===== src/rtl/vx_fetch_sched_pkg.sv =====
// Shared constants and helpers for the per-warp fetch scheduler.
// PC width, reset PC default and the fetch stride live here so every file agrees.
package vx_fetch_sched_pkg;

    localparam int              PC_W         = 32;
    localparam logic [PC_W-1:0] PC_RESET_DEF = 32'h8000_0000;
    localparam logic [PC_W-1:0] PC_STEP      = 32'd4;

    function automatic logic [PC_W-1:0] word_align(input logic [PC_W-1:0] pc);
        return {pc[PC_W-1:2], 2'b00};
    endfunction

endpackage


===== src/rtl/vx_rr_arbiter.sv =====
// Combinational round-robin arbiter: grants the first request after rr_last_i,
// wrapping modulo NUM_REQS (NUM_REQS must be a power of two).
module vx_rr_arbiter #(
    parameter int NUM_REQS = 4,
    parameter int IDX_W    = $clog2(NUM_REQS)
) (
    input  logic [NUM_REQS-1:0] req_i,
    input  logic [IDX_W-1:0]    rr_last_i,
    output logic [NUM_REQS-1:0] grant_oh_o,
    output logic [IDX_W-1:0]    grant_idx_o,
    output logic                grant_valid_o
);

    logic [IDX_W-1:0] cand;

    // Scan farthest-first so the nearest requester after rr_last_i overwrites the rest.
    always_comb begin
        cand          = '0;
        grant_idx_o   = '0;
        grant_valid_o = 1'b0;
        for (int i = NUM_REQS; i >= 1; i--) begin
            cand = rr_last_i + IDX_W'(i);
            if (req_i[cand]) begin
                grant_idx_o   = cand;
                grant_valid_o = 1'b1;
            end
        end
        grant_oh_o = grant_valid_o ? (NUM_REQS'(1) << grant_idx_o) : '0;
    end

endmodule


===== src/rtl/vx_fetch_sched.sv =====
// Per-warp fetch scheduler: keeps PC/mask/status per warp and issues at most one
// outstanding fetch per warp, picking among eligible warps round-robin.
module vx_fetch_sched
    import vx_fetch_sched_pkg::*;
#(
    parameter int              NUM_WARPS   = 4,
    parameter int              NUM_THREADS = 4,
    parameter int              NW_BITS     = $clog2(NUM_WARPS),
    parameter logic [PC_W-1:0] PC_RESET    = PC_RESET_DEF
) (
    input  logic                   clk,
    input  logic                   reset,

    input  logic                   warp_ctl_valid,
    input  logic [NW_BITS-1:0]     warp_ctl_wid,
    input  logic [NUM_THREADS-1:0] warp_ctl_tmask,
    input  logic                   warp_ctl_pc_valid,
    input  logic [PC_W-1:0]        warp_ctl_pc,

    input  logic                   wstall_valid,
    input  logic [NW_BITS-1:0]     wstall_wid,

    input  logic                   branch_valid,
    input  logic [NW_BITS-1:0]     branch_wid,
    input  logic                   branch_taken,
    input  logic [PC_W-1:0]        branch_dest,

    output logic                   ifetch_req_valid,
    input  logic                   ifetch_req_ready,
    output logic [NW_BITS-1:0]     ifetch_req_wid,
    output logic [PC_W-1:0]        ifetch_req_PC,
    output logic [NUM_THREADS-1:0] ifetch_req_tmask,

    input  logic                   ifetch_rsp_fire,
    input  logic [NW_BITS-1:0]     ifetch_rsp_wid,

    output logic                   busy
);

    logic [NUM_WARPS-1:0]   active_q,   active_d;
    logic [NUM_WARPS-1:0]   stalled_q,  stalled_d;
    logic [NUM_WARPS-1:0]   inflight_q, inflight_d;
    logic [PC_W-1:0]        pc_q    [NUM_WARPS];
    logic [PC_W-1:0]        pc_d    [NUM_WARPS];
    logic [NUM_THREADS-1:0] tmask_q [NUM_WARPS];
    logic [NUM_THREADS-1:0] tmask_d [NUM_WARPS];
    logic [NW_BITS-1:0]     rr_last_q, rr_last_d;

    logic                   req_valid_q, req_valid_d;
    logic [NW_BITS-1:0]     req_wid_q,   req_wid_d;
    logic [PC_W-1:0]        req_pc_q,    req_pc_d;
    logic [NUM_THREADS-1:0] req_tmask_q, req_tmask_d;

    logic [NUM_WARPS-1:0]   eligible;
    logic [NUM_WARPS-1:0]   grant_oh;
    logic [NW_BITS-1:0]     grant_idx;
    logic                   grant_valid;
    logic                   slot_free;

    assign eligible  = active_q & ~stalled_q & ~inflight_q;
    assign slot_free = ~req_valid_q | ifetch_req_ready;

    vx_rr_arbiter #(
        .NUM_REQS (NUM_WARPS),
        .IDX_W    (NW_BITS)
    ) u_arb (
        .req_i         (eligible),
        .rr_last_i     (rr_last_q),
        .grant_oh_o    (grant_oh),
        .grant_idx_o   (grant_idx),
        .grant_valid_o (grant_valid)
    );

    // Later statements win: selection < response < wstall < branch < warp control.
    always_comb begin
        active_d    = active_q;
        stalled_d   = stalled_q;
        inflight_d  = inflight_q;
        pc_d        = pc_q;
        tmask_d     = tmask_q;
        rr_last_d   = rr_last_q;
        req_valid_d = req_valid_q;
        req_wid_d   = req_wid_q;
        req_pc_d    = req_pc_q;
        req_tmask_d = req_tmask_q;

        if (slot_free) begin
            req_valid_d = grant_valid;
            if (grant_valid) begin
                req_wid_d          = grant_idx;
                req_pc_d           = pc_q[grant_idx];
                req_tmask_d        = tmask_q[grant_idx];
                inflight_d         = inflight_d | grant_oh;
                pc_d[grant_idx]    = pc_q[grant_idx] + PC_STEP;
                rr_last_d          = grant_idx;
            end
        end

        if (ifetch_rsp_fire) begin
            inflight_d[ifetch_rsp_wid] = 1'b0;
        end

        if (wstall_valid) begin
            stalled_d[wstall_wid] = 1'b1;
        end

        if (branch_valid) begin
            stalled_d[branch_wid] = 1'b0;
            if (branch_taken) begin
                pc_d[branch_wid] = word_align(branch_dest);
            end
        end

        // Deactivation leaves inflight alone; the outstanding fetch still drains.
        if (warp_ctl_valid) begin
            if (warp_ctl_tmask != '0) begin
                active_d[warp_ctl_wid] = 1'b1;
                tmask_d[warp_ctl_wid]  = warp_ctl_tmask;
                if (warp_ctl_pc_valid) begin
                    pc_d[warp_ctl_wid] = word_align(warp_ctl_pc);
                end
            end else begin
                active_d[warp_ctl_wid]  = 1'b0;
                stalled_d[warp_ctl_wid] = 1'b0;
            end
        end
    end

    always_ff @(posedge clk or negedge reset) begin
        if (!reset) begin
            active_q    <= NUM_WARPS'(1);
            stalled_q   <= '0;
            inflight_q  <= '0;
            for (int w = 0; w < NUM_WARPS; w++) begin
                pc_q[w]    <= (w == 0) ? PC_RESET : '0;
                tmask_q[w] <= (w == 0) ? NUM_THREADS'(1) : '0;
            end
            rr_last_q   <= NW_BITS'(NUM_WARPS - 1);
            req_valid_q <= 1'b0;
            req_wid_q   <= '0;
            req_pc_q    <= '0;
            req_tmask_q <= '0;
        end else begin
            active_q    <= active_d;
            stalled_q   <= stalled_d;
            inflight_q  <= inflight_d;
            pc_q        <= pc_d;
            tmask_q     <= tmask_d;
            rr_last_q   <= rr_last_d;
            req_valid_q <= req_valid_d;
            req_wid_q   <= req_wid_d;
            req_pc_q    <= req_pc_d;
            req_tmask_q <= req_tmask_d;
        end
    end

    assign ifetch_req_valid = req_valid_q;
    assign ifetch_req_wid   = req_wid_q;
    assign ifetch_req_PC    = req_pc_q;
    assign ifetch_req_tmask = req_tmask_q;
    assign busy             = (|active_q) | (|inflight_q) | req_valid_q;

    // A response must belong to a fetch this block issued.
    rsp_has_inflight: assert property (@(posedge clk) disable iff (!reset)
        ifetch_rsp_fire |-> inflight_q[ifetch_rsp_wid]);

endmodule


===== config.mk =====
export PLATFORM = sky130hd
export DESIGN_NAME = vx_fetch_sched
export DESIGN_NICKNAME = d
export VERILOG_FILES = /design/src/rtl/vx_fetch_sched_pkg.sv /design/src/rtl/vx_rr_arbiter.sv /design/src/rtl/vx_fetch_sched.sv
export SDC_FILE = /design/constraint.sdc
export NUM_CORES = 1
export LEC_CHECK = 0
export BUFFER_PORTS_ARGS = -buffer_cell sky130_fd_sc_hd__buf_4
export CAP_MARGIN = 5
export CORE_MARGIN = 1.5
export CORE_UTILIZATION = 60
export DETAILED_ROUTE_END_ITERATION = 8
export GPL_TIMING_DRIVEN = 0
export PLACE_DENSITY = 0.81
export SKIP_LAST_GASP = 1
export SLEW_MARGIN = 20
export SYNTH_ARGS = -nofsm -noshare
export SYNTH_HDL_FRONTEND = slang
export SYNTH_SLANG_ARGS = --single-unit
export TNS_END_PERCENT = 1

===== constraint.sdc =====
create_clock -name clk -period 9.1 [get_ports clk]
set_input_delay 0 -clock clk [delete_from_list [all_inputs] [get_ports clk]]
set_output_delay 0 -clock clk [all_outputs]
set_load 0.01 [all_outputs]

==> results of run 1 <==
-- cell type report --
type,instances,area (um2)
timing repair buffer,235,2100
buffer,102,408
clock inverter,15,200
fill,1337,4220
clock buffer,17,425
tap,234,293
inverter,12,45.0
sequential,197,4940
multi-input combinational,1143,6080
-- flip-flops by register name (all words and copies together) (netlist names), named ones only --
name and cells:
pc_q 128, ifetch_req_PC 32, tmask_q 16, ifetch_req_tmask 4, inflight_q 4, stalled_q 4, ifetch_req_wid 2, rr_last_q 2
ifetch_req_valid 1
-- kinds of logic (layout without fill, tap and decap cells) --
group,Yosys count,count (layout)
AOI/OAI and AO/OA,422,422
DFF,197,197
adders and majority gates,1,1
and+or+nand+nor,643,643
xor gates and xnor gates,26,26
muxes,51,51
buffers and inverters,114,381
-- synthesized netlist by cell type (14+ instances only) --
master	number	area (um2)
mux2_2	15	169
mux2i_1	33	330
and3_1	25	156
nor2_1	91	342
dfrtp_1	192	4800
a21oi_1	181	906
nand2_1	319	1200
xnor2_1	14	123
nor3_1	45	225
nand3_1	117	586
clkbuf_1	83	312
o21ai_0	151	756
-- metal layers --
layer | global-route usage | vias to the layer above
met5 | 0 | -
met1 | 0.644 | 6321
met4 | 0.310 | 2
li1 | - | 5640
met3 | 0.205 | 420
met2 | 0.759 | 1415
-- power breakdown --
group / switching (W) / internal [W] / total, W
combinational: 0.00211 / 0.00110 / 0.00322
sequential: 0.000286 / 0.00126 / 0.00155
clock: 0.000434 / 0.000381 / 0.000815
total: 0.00283 / 0.00275 / 0.00558
-- through the flow --
step | power [W] | util | hold WS [ps]
after CTS | 0.00530 | 0.773 | 37.7
after detailed placement | 0.00437 | 0.678 | -59.6
after global placement | 0.00429 | 0.675 | 209
after global routing | 0.00575 | 0.774 | 118
final | 0.00558 | 0.774 | 67.1
after floorplan | 0.00331 | - | -296
-- worst paths after layout --
path	endpoint	start	cells past startpoint	slack, ps
worst max-delay path	pc_q[49]$_DFF_PN0_	register	14	2990
worst min-delay path	pc_q[108]$_DFF_PN0_	reset	2	70
worst max register to register	pc_q[49]$_DFF_PN0_	register	14	2990
worst min register to register	ifetch_req_PC[19]$_DFFE_PN0P_	ifetch_req_PC[19]$_DFFE_PN0P_	2	480
max in group asynchronous	pc_q[127]$_DFF_PN1_	reset	4	7890
min in group clk	stalled_q[1]$_DFF_PN0_	branch_wid[1]	3	90
==> flow_summary.toml, run 1 <==
[run_status]
status = "complete, but fails checks"
violations = "design-rule violations"

[power_and_ir_drop]
power.density_nw_per_um2 = 385
p_leak_nw = 6.20
vdd_drop_max_v = 0.000207

[sta]
fin_crit_sh = 0.672
max-slew-margin-rel = 0.195
final.min_clock_period_ps = 6110
rsz0062_at_grt = "false"
setup_tns_ps = 0
finalClockSkew_ps = 17.5
setup_viol = 0
finalHoldViolations = 0
slew_viol_final = 0
fmax_ghz = 0.164
fin_ws_ps = 2990
worst_slew_pin_slew_ps = 1200

[synthesis]
synth-async-reset-ratio = 1.00
avgSynthCellArea_um2 = 7.87
synth_xor_area_frac = 0.0199
syn-num-nets = 1540
synth_simple_gate_area_frac = 0.250
synth-edff-count = 0
synth_cells = 1454
syn-cell-area_um2 = 11400
synth-compound-area-share = 0.209
yosysUniqueCellTypes = 64
synthMuxAreaShare = 0.0495
synthFlopType = "dfrtp_1"
ys_seq_area_frac = 0.431
synth_top_family_by_area = "simple AND/OR/NAND/NOR gates"
yosys_warnings = 0
ys_ff_latch = 197
synth-adder-area-share = 0.00109

[placed_design]
hpwl_um = 33500
placed_area_um2 = 12700
io_buffer_count = 118
preCtsSetupSlack_ps = 3920
globalplace.congestion = 1.05
placedCellCount = 1808

[grt]
grt_max_degree = 81
grt-ovfl-total = 0
grt_pass1_wl_um = 75700
grtUsageTotal = 0.517
antenna_found_initial = 1
grt_pass1_vias = 13100

[worst_setup_path]
crit_path_cell_trace = "or3b_4 > a22o_1 > a211oi_4 > buf_6 > buf_2 > clkbuf_1 > clkbuf_1 > nand3_1 > clkbuf_1 > nand3_1 > a21oi_1 > a21oi_1 > dlygate4sd3_1 > o21ai_0"
cp_top_family = "buffers and inverters"
cp_slowest_stage_delay_ps = 650
critPathKind = "reg2reg"
worstPathArrival_ps = 6420
crit_top_cell = "clkbuf_1"
cp-end-kind = "register"
critPathLaunchType = "register"
crit_path_top_delay_cell = "nand3_1"
worstPathMaxFanout = 10
crit_buf_inv = 6
cp.required_ps = 9410

[clocking]
cts-root-buf = "clkbuf_16"
cts_max_path_buffers = 2
insertion_delay_ps = 470
numCtsBuffers = 17
h-tree-depth = 4
cts_setup_buffers = 0
clkTransAtPathRegs_ps = 90
hold_buffers = 115
cts_tree = "yes"
cts-resized-gates = 0
cts.sinks = 197

[final_layout]
area_delta_synth_final_pct = 26.6
final_cell_mix = "nand2_1, dfrtp_1, a21oi_1"
final_area_um2 = 14500
nets = 1794
final_common_cell = "nand2_1"
final_cells = 1955
antenna_cells = 0
drive_gt1_frac = 0.117

[floorplan]
core_area_um2 = 18700
fp.dieArea_um2 = 19900
dieHeight_um = 141
die_w_um = 141
rows = 50
io_pins = 125
start_util = 0.612

[detailed_routing]
wl_met1_um = 17900
top_layer = "met5"
route.met2.wl_um = 21400
drtIter0Drc = 2637
routedWlPerCell_um = 26.5
ant_nets = 0
drt-pass1-iter-count = 9
num_vias = 13800
vias_per_cell = 7.06
wl_um = 51900
drc = 12
route.met3.wl_um = 8720

[min_path]
min_path_type = "in2async"

[run]
cap_violations = 0
(Power assumes the default switching activity.)
==> run 2: changes to the inputs <==
Settings changed: ABC_AREA set to 1, CORE_UTILIZATION 60 to 55, PLACE_DENSITY 0.81 to 0.78.
Clock period 9.1 ns to 5.4 ns, I/O delays scaled along.
==> flow_summary.toml, run 2 <==
[synthesis]
synth-edff-count = 0
synth.most_common_cell = "nand2_1"
synth_cells = 2077
syn-cell-area_um2 = 13400
synthFlopType = "dfrtp_1"
synth_top_area_share = 0.358
avgSynthCellArea_um2 = 6.47
synth_top_cell_by_area = "dfrtp_1"
yosys_warnings = 0
synth-async-reset-ratio = 1.00
ys_top_cells_by_count = "nand2_1, inv_1, dfrtp_1"
ys_seq_area_frac = 0.367
ys_top_cells_by_area = "dfrtp_1, nand2_1, inv_1"
yosysUniqueCellTypes = 44
syn-num-nets = 2163
ys_ff_latch = 197

[final_layout]
nets = 2422
largest_register_ffs = 128
final_core_util = 0.689
area_delta_synth_final_pct = 23.7
final_cell_mix = "nand2_1, inv_1, dfrtp_1"
final_common_cell = "nand2_1"
seq_area_um2 = 4940
multi_input_area_um2 = 6980
regMostFlops = "pc_q"
drive_gt1_frac = 0.120
nFillCells = 2205

[placed_design]
io_buffer_count = 120
globalplace.congestion = 1.03
hpwl_um = 40900

[worst_setup_path]
worstPathArrival_ps = 5510
worstPathMaxFanout = 9
cp.required_ps = 5740
critPathLaunchType = "register"
critPathKind = "reg2reg"
cp-end-kind = "register"

[sta]
slew_viol_final = 0
fin_crit_sh = 0.957
finalClockSkew_ps = 13.6
fmax_ghz = 0.193
final.min_clock_period_ps = 5170
worst_slew_pin_slew_ps = 1100
setup_viol = 0
max-slew-margin-rel = 0.262
rsz0062_at_grt = "false"
finalHoldViolations = 0
setup_tns_ps = 0

[grt]
use_met3 = 0.167
antenna_found_initial = 2
grt_pass1_vias = 15200
grt_pass1_wl_um = 87500
grt.met1_usage = 0.580
grt_max_degree = 88
grtUsageTotal = 0.461
gr-usage-met2 = 0.678
grt-ovfl-total = 0
busiest_layer = "met2"

[floorplan]
core_area_um2 = 24100
rows = 57
die_w_um = 159
fp.dieArea_um2 = 25400
dieHeight_um = 159
start_util = 0.557
io_pins = 125

[detailed_routing]
drtIter0Drc = 2443
num_vias = 16000
drt-pass1-iter-count = 9
ant_nets = 0
drc = 0
routedWlPerCell_um = 21.9
vias_per_cell = 5.98
wl_um = 58500

[clocking]
cts.sinks = 197
h-tree-depth = 4
clkTransAtPathRegs_ps = 80
numCtsBuffers = 17
insertion_delay_ps = 460
cts-root-buf = "clkbuf_16"
cts_tree = "yes"
cts_max_path_buffers = 2

[run_status]
status = "completed"

[run]
cap_violations = 0

[min_path]
min_path_type = "in2async"
==> run 2: area by class of cell <==
| cell class | instances | share of cell area |
|---|---|---|
| sequential | 197 | 0.297 |
| multi-input combinational | 1503 | 0.420 |
| antenna | 3 | 0.000452 |
| buffer | 102 | 0.0297 |
| inverter | 275 | 0.0624 |
| timing repair buffer | 240 | 0.129 |
| clock inverter | 14 | 0.0111 |
| clock buffer | 18 | 0.0258 |
| tap | 324 | 0.0244 |
==> run 2: cells by family after synthesis <==
family | count (synthesis) | share of synthesized area
adder cells (fa/ha/maj) | 1 | 0.000931
flip-flops | 197 | 0.367
AND/OR/NAND/NOR | 1098 | 0.355
buffers and inverters | 377 | 0.114
AO/OA/AOI/OAI | 395 | 0.155
XOR/XNOR | 9 | 0.00755
==> run 2: worst paths after layout <==
| path | slack [ps] | end | depth (start not counted) | startpoint |
|---|---|---|---|---|
| min reg2reg | 490 | ifetch_req_PC[4]$_DFFE_PN0P_ | 2 | ifetch_req_PC[4]$_DFFE_PN0P_ |
| min | 130 | ifetch_req_PC[25]$_DFFE_PN0P_ | 2 | reset |
| max reg2reg | 230 | pc_q[74]$_DFF_PN0_ | 23 | rr_last_q[0]$_DFFE_PN1P_ |
| max in group asynchronous | 4460 | tmask_q[12]$_DFFE_PN1P_ | 3 | reset |
| max | 230 | pc_q[74]$_DFF_PN0_ | 23 | rr_last_q[0]$_DFFE_PN1P_ |
| min in group clk | 220 | pc_q[4]$_DFF_PN0_ | 7 | branch_wid[1] |
==> run 2: worst max-delay path, cell delays in order (launching register included) <==
cell,delay (ps)
dfstp_2,530
buf_6,150
inv_4,60
nand3_1,70
nand2_1,70
nand2_1,80
nand2_1,70
inv_2,70
nand3_1,90
nand2_2,280
inv_4,120
nand2_1,280
o21ai_0,150
nor2_2,420
ha_1,250
inv_1,40
nor2_1,400
nand2_4,160
nor2_4,260
xor2_1,590
nor2_1,80
o21bai_1,140
nand2_1,80
dlygate4sd3_1,580
==> run 2: timing repair <==
item,CTS,global route
hold buffers,116,0
buffers inserted,0,0
hold endpoints to repair,234,0
gates resized for setup,0,0
==> run 2: per-layer routing <==
metal / share of wire / routed length [um]
met5: 0 / 0
met1: 0.36 / 21100
met4: 0.066 / 3860
met3: 0.16 / 9290
met2: 0.41 / 24300
==> run 2: metrics by stage <==
stage | setup WS, ps | hold slack, ps | instance area [um2] | std cells
3_5_place_dp | 1110 | 48.7 | 14800 | 2525
2_1_floorplan | 2240 | -296 | 13400 | 2077
3_3_place_gp | 1150 | 188 | 14700 | 2521
4_1_cts | 532 | 162 | 16600 | 2673
6_report | 230 | 135 | 16600 | 2676
5_1_grt | 114 | 202 | 16600 | 2676
Power of run 2 is not shown: default switching activity piles up to over one toggle a cycle in this logic, so the estimate is an artifact.
